**src/rtl/upc_sequencer_if.sv**
```systemverilog
// upc_sequencer_if: decoder <-> program sequencer bundle.
//   master : decoder side; drives en/op/zero/offset (and irq), observes pc/status.
//   slave  : sequencer side; consumes the decode fields, drives pc/stack_level/flags.
// Optional interrupt signals (irq, irq_ack) exist only when UPC_SEQ_IRQ_EN is defined.
interface upc_sequencer_if #(
  parameter int PC_W        = 8,
  parameter int STACK_DEPTH = 4
);
  localparam int SL_W = $clog2(STACK_DEPTH + 1);

  logic            en;
  logic [2:0]      op;
  logic            zero;
  logic [PC_W-1:0] offset;
  logic [PC_W-1:0] pc;
  logic [SL_W-1:0] stack_level;
  logic            overflow;
  logic            underflow;
  logic            halted;
`ifdef UPC_SEQ_IRQ_EN
  logic            irq;
  logic            irq_ack;

  modport master (output en, op, zero, offset, irq,
                  input  pc, stack_level, overflow, underflow, halted, irq_ack);
  modport slave  (input  en, op, zero, offset, irq,
                  output pc, stack_level, overflow, underflow, halted, irq_ack);
`else
  modport master (output en, op, zero, offset,
                  input  pc, stack_level, overflow, underflow, halted);
  modport slave  (input  en, op, zero, offset,
                  output pc, stack_level, overflow, underflow, halted);
`endif
endinterface

```
**src/rtl/upc_sequencer.sv**
```systemverilog
// upc_sequencer: uPC program sequencer (PC register, return stack, branch
// adder, PC-source select, sticky stack faults and halt).
// Ports:
//   CLK    - system clock, rising edge
//   reset  - asynchronous, active-high
//   bus    - upc_sequencer_if.slave: en/op/zero/offset in; pc/stack_level/
//            overflow/underflow/halted out (irq/irq_ack with UPC_SEQ_IRQ_EN)
// Build option: define UPC_SEQ_IRQ_EN to add the level interrupt with an
// internal enable bit; without it op 7 (RETI) behaves as RET.
module upc_sequencer #(
  parameter int              PC_W        = 8,
  parameter int              STACK_DEPTH = 4,
  parameter logic [PC_W-1:0] RESET_PC    = '0,
  parameter logic [PC_W-1:0] IRQ_VEC     = PC_W'('hF0)
) (
  input  logic           CLK,
  input  logic           reset,
  upc_sequencer_if.slave bus
);
  localparam int SL_W  = $clog2(STACK_DEPTH + 1);
  localparam int IDX_W = (STACK_DEPTH > 1) ? $clog2(STACK_DEPTH) : 1;
  localparam logic [SL_W-1:0] FULL_LVL = SL_W'(STACK_DEPTH);

  localparam logic [2:0] OP_NEXT = 3'd0, OP_JMP  = 3'd1, OP_JZ   = 3'd2,
                         OP_CALL = 3'd3, OP_RET  = 3'd4, OP_JABS = 3'd5,
                         OP_HALT = 3'd6, OP_RETI = 3'd7;

  // Two halt flavours: only a software HALT may be woken by an interrupt.
  typedef enum logic [1:0] {S_RUN, S_HALT, S_FAULT} state_t;
  state_t state, state_nxt;

  logic [PC_W-1:0] pc_q, pc_nxt, pc_inc, pc_rel, top, push_val;
  logic [SL_W-1:0] sp_q, sp_nxt;
  logic [PC_W-1:0] stk [STACK_DEPTH];
  logic            ovf_q, ovf_nxt, unf_q, unf_nxt;
  logic            push, full, empty, run, go_halt, go_fault, take;

  assign full   = (sp_q == FULL_LVL);
  assign empty  = (sp_q == '0);
  assign run    = bus.en && (state == S_RUN);
  assign pc_inc = pc_q + 1'b1;
  assign pc_rel = pc_q + bus.offset;       // no +1: uPC branch convention
  assign top    = stk[IDX_W'(sp_q - 1'b1)];

`ifdef UPC_SEQ_IRQ_EN
  logic ie_q, ack_q;
  assign take = bus.en && bus.irq && ie_q && !full &&
                (state == S_RUN || state == S_HALT);

  always_ff @(posedge CLK or posedge reset)
    if (reset) begin
      ie_q  <= 1'b1;
      ack_q <= 1'b0;
    end else begin
      ack_q <= take;
      if (take)                                    ie_q <= 1'b0;
      else if (run && bus.op == OP_RETI && !empty) ie_q <= 1'b1;
    end

  assign bus.irq_ack = ack_q;
`else
  assign take = 1'b0;
`endif

  // Datapath next-state: PC source select and stack push/pop.
  always_comb begin
    pc_nxt   = pc_q;
    sp_nxt   = sp_q;
    push     = 1'b0;
    push_val = pc_inc;
    ovf_nxt  = ovf_q;
    unf_nxt  = unf_q;
    go_halt  = 1'b0;
    go_fault = 1'b0;
    if (take) begin
      // interrupted op is discarded and re-executes on return
      push     = 1'b1;
      push_val = pc_q;
      sp_nxt   = sp_q + 1'b1;
      pc_nxt   = IRQ_VEC;
    end else if (run) begin
      case (bus.op)
        OP_NEXT: pc_nxt = pc_inc;
        OP_JMP:  pc_nxt = pc_rel;
        OP_JZ:   pc_nxt = bus.zero ? pc_rel : pc_inc;
        OP_CALL:
          if (full) begin
            ovf_nxt  = 1'b1;
            go_fault = 1'b1;
          end else begin
            push   = 1'b1;
            sp_nxt = sp_q + 1'b1;
            pc_nxt = pc_rel;
          end
        OP_RET, OP_RETI:
          if (empty) begin
            unf_nxt  = 1'b1;
            go_fault = 1'b1;
          end else begin
            sp_nxt = sp_q - 1'b1;
            pc_nxt = top;
          end
        OP_JABS: pc_nxt = bus.offset;
        OP_HALT: go_halt = 1'b1;
        default: ;
      endcase
    end
  end

  // FSM: state register
  always_ff @(posedge CLK or posedge reset)
    if (reset) state <= S_RUN;
    else       state <= state_nxt;

  // FSM: next state
  always_comb begin
    state_nxt = state;
    if (take)          state_nxt = S_RUN;
    else if (go_fault) state_nxt = S_FAULT;
    else if (go_halt)  state_nxt = S_HALT;
  end

  // FSM: outputs
  always_comb begin
    bus.halted = (state != S_RUN);
  end

  always_ff @(posedge CLK or posedge reset)
    if (reset) begin
      pc_q  <= RESET_PC;
      sp_q  <= '0;
      ovf_q <= 1'b0;
      unf_q <= 1'b0;
    end else begin
      pc_q  <= pc_nxt;
      sp_q  <= sp_nxt;
      ovf_q <= ovf_nxt;
      unf_q <= unf_nxt;
    end

  // Stack contents need no reset; the pointer alone defines validity.
  always_ff @(posedge CLK)
    if (push) stk[IDX_W'(sp_q)] <= push_val;

  assign bus.pc          = pc_q;
  assign bus.stack_level = sp_q;
  assign bus.overflow    = ovf_q;
  assign bus.underflow   = unf_q;
endmodule

```
**src/flat_wrapper.sv**
```systemverilog
// flat-port wrapper written by rule: the top's interface ports become plain ports
module upc_sequencer_flat 
#(
  parameter int              PC_W        = 8,
  parameter int              STACK_DEPTH = 4,
  parameter logic [PC_W-1:0] RESET_PC    = '0,
  parameter logic [PC_W-1:0] IRQ_VEC     = PC_W'('hF0)
)
  (CLK, reset, bus_en, bus_op, bus_zero, bus_offset, bus_pc, bus_stack_level, bus_overflow, bus_underflow, bus_halted);
  upc_sequencer_if #(.PC_W(PC_W), .STACK_DEPTH(STACK_DEPTH)) bus_i ();
  input  logic CLK;
  input  logic reset;
  input wire logic [$bits(bus_i.en)-1:0] bus_en;
  input wire logic [$bits(bus_i.op)-1:0] bus_op;
  input wire logic [$bits(bus_i.zero)-1:0] bus_zero;
  input wire logic [$bits(bus_i.offset)-1:0] bus_offset;
  output wire logic [$bits(bus_i.pc)-1:0] bus_pc;
  output wire logic [$bits(bus_i.stack_level)-1:0] bus_stack_level;
  output wire logic [$bits(bus_i.overflow)-1:0] bus_overflow;
  output wire logic [$bits(bus_i.underflow)-1:0] bus_underflow;
  output wire logic [$bits(bus_i.halted)-1:0] bus_halted;
  assign bus_i.en = bus_en;
  assign bus_i.op = bus_op;
  assign bus_i.zero = bus_zero;
  assign bus_i.offset = bus_offset;
  assign bus_pc = bus_i.pc;
  assign bus_stack_level = bus_i.stack_level;
  assign bus_overflow = bus_i.overflow;
  assign bus_underflow = bus_i.underflow;
  assign bus_halted = bus_i.halted;
  upc_sequencer #(.PC_W(PC_W), .STACK_DEPTH(STACK_DEPTH), .RESET_PC(RESET_PC), .IRQ_VEC(IRQ_VEC)) u_core (.CLK(CLK), .reset(reset), .bus(bus_i));
endmodule
```
**config.mk**
```make
export PLATFORM = sky130hd
export DESIGN_NAME = upc_sequencer_flat
export DESIGN_NICKNAME = d
export VERILOG_FILES = /design/src/rtl/upc_sequencer_if.sv /design/src/rtl/upc_sequencer.sv /design/src/flat_wrapper.sv
export SDC_FILE = /design/constraint.sdc
export NUM_CORES = 1
export LEC_CHECK = 0
export CAP_MARGIN = 20
export CORE_UTILIZATION = 36
export CTS_BUF_LIST = sky130_fd_sc_hd__clkbuf_8 sky130_fd_sc_hd__clkbuf_16
export DETAILED_ROUTE_END_ITERATION = 7
export PLACE_DENSITY = 0.6
export SYNTH_ARGS = -nofsm -noshare
export SYNTH_HDL_FRONTEND = slang
export SYNTH_SLANG_ARGS = --single-unit
```
**constraint.sdc**
```tcl
create_clock -name CLK -period 3.5 [get_ports CLK]
set_input_delay 0.7 -clock CLK [delete_from_list [all_inputs] [get_ports CLK]]
set_output_delay 0.7 -clock CLK [all_outputs]
set_load 0.01 [all_outputs]
```
==> results.yml <==
place:
  placedCellCount: 332
  dp_hpwl_um: 4050
  gp_congestion: 0.837
  port_buffers: 28
logic_synthesis:
  synth.cell_area_um2: 2590
  synth-edff-count: 32
  yosysUniqueCellTypes: 51
  ys_seq_area_share_pct: 51.6
  yosys_most_used_dff: "edfxtp_1"
  netlist_instances: 212
  yosysWarnings: 0
  synth-seq-cells: 47
  synthArstFlopShare_pct: 31.9
  syn_nets: 241
  avgSynthCellArea_um2: 12.2
routing:
  first_iter_violations: 73
  via_per_inst: 5.09
  dr.pass1.iters: 5
  ant_nets: 0
  wl_per_cell_um: 16.2
  wirelength_um: 5500
  num_vias: 1732
  drc: 0
timing:
  period_needed_ps: 2550
  max_freq_ghz: 0.393
  setup_viol: 0
  fin_tns_setup_ps: 0
  maxSlewViolCount: 0
  maxSlewHeadroom_pct: 59.2
  fin_skew_ps: 14.2
  fin_crit_sh_pct: 72.8
  tightest_slew_ps: 611
  rsz0062_at_grt: "no"
  hold_viol: 0
floorplan:
  start_util_pct: 37.7
  pin_count: 29
  die_w_um: 86.8
  die_area_um2: 7530
  die_h_um: 86.8
  rows: 30
  core_area_um2: 6870
clocking:
  cts_made_buffers: 5
  clk_pin_slew_ps: 100
  clk_latency_ps: 300
  holdBufCountCts: 0
  root_buffer: "clkbuf_8"
  clock_sinks: 47
  clock_path_buffers: 2
  post_cts_buffers: 0
  cts.htree.levels: 2
  cts_tree: "built"
  cts_resized: 0
worst_setup_path:
  end_kind: "flip-flop"
  worstPathArrival_ps: 2740
  critPathKind: "primary input to flip-flop"
  cp-startpoint: "bus_op[2]"
  cp_max_fo: 16
  crit_required_ps: 3700
  reg2reg_from: "u_core.bus.stack_level[0]"
  start_kind: "primary input"
job:
  maxCapViolCount: 0
pwr:
  leakage_uw: 0.00112
  irDropWorstVdd_uv: 223
  pwr_density_cell_nw_per_um2: 765
  total_power_uw: 2340
global_routing:
  grt_start_max_net_pins: 17
  overflow: 0
  grt_pass1_wl_um: 9140
  grt.total_usage_pct: 16.1
  grt_pass1_vias: 1744
  grt_antenna_before_repair: 0
min_path:
  hp-class: "flip-flop to flip-flop"
  worstHoldStart: "u_core.bus.overflow"
final_layout:
  layout-area-overhead-vs-synth_pct: 18.3
  layout_common_cells: "32 x edfxtp_1, 28 x clkdlybuf4s50_1, 18 x nand2_1"
  drive_gt1_share_pct: 12.3
  layout_commonest_cell: "edfxtp_1"
  nFillCells: 648
  antenna_cells: 0
  final_net_count: 272
  finalNonFillerCells: 340
status:
  outcome: "completed"
power breakdown:
group | leakage [µW] | internal (µW) | switching [µW]
clock | 0.0000485 | 143 | 194
sequential | 0.000467 | 761 | 131
combinational | 0.000608 | 546 | 567
total | 0.00112 | 1450 | 892
cells in the mapped netlist (3+ instances only):
library cell  number  share of area [%]
xnor2_1           10                3.4
edfxtp_1          32                 37
and2_1             7                1.7
o31ai_1            3               0.87
o21ai_0            6                1.2
nand3_1            5               0.97
nor2b_1            3               0.73
a21oi_1           11                2.1
inv_1              9                1.3
nor2_1            13                1.9
or2_2              4               0.97
mux4_2             8                7.0
ha_1              13                6.3
a31oi_1            4               0.97
dfrtp_1           15                 15
a22oi_1            3               0.87
and3b_1            3                1.0
nand2_1           18                2.6
xor2_1             5                1.7
metrics by stage:
step	area (µm²)	hold WS [ps]	utilization, %	worst slack [ps]
detailed placement	2970	484	43.2	667
floorplan	2590	472	-	1110
global placement	2970	467	43.2	687
CTS	3060	504	44.6	995
global route	3060	519	44.6	850
finish	3060	504	44.6	953
flip-flops by register name, summed over array words and instances, names as in the netlist:
name	count
u_core.stk	32
u_core.bus.pc	8
u_core.bus.underflow	1
u_core.bus.overflow	1
u_core.bus.stack_level	3
u_core.state	2
cells by family after synthesis:
logic type / share of synthesized area (%)
AOI/OAI and AO/OA: 13.0
xor gates and xnor gates: 5.08
adders and majority gates: 7.50
buffers and inverters: 2.56
DFF: 51.6
muxes: 6.96
and+or+nand+nor: 13.3
layer usage:
metal,vias to the layer above,track usage (%),routed length (µm)
met5,-,0,0
met4,0,4.09,39
met3,5,2.86,140
met2,23,25.0,2590
met1,841,23.4,2730
li1,863,-,-
final timing paths:
check / end / cells past startpoint / slack (ps)
max in group asynchronous: u_core.bus.pc[3] / 2 / 2330
hold / removal: u_core.bus.overflow / 1 / 500
setup reg to reg: u_core.bus.pc[5] / 8 / 1120
min in group asynchronous: u_core.bus.overflow / 2 / 750
setup / recovery: u_core.bus.pc[5] / 6 / 950
hold reg to reg: u_core.bus.overflow / 1 / 500
cell type report:
class	count	area [µm²]	area share [%]
Multi-Input combinational cell	150	1180	38.7
Sequential cell	47	1340	43.6
Clock buffer	5	68.8	2.25
Tap cell	96	120	3.92
Inverter	9	33.8	1.10
Timing Repair Buffer	30	295	9.64
Clock inverter	3	22.5	0.736
worst max-delay path: stages:
cell and delay (ps):
clkdlybuf4s50_1 780, and3b_1 270, a21bo_2 250, a21oi_4 260, a21boi_0 150, a311o_2 330
(Power assumes the default switching activity.)
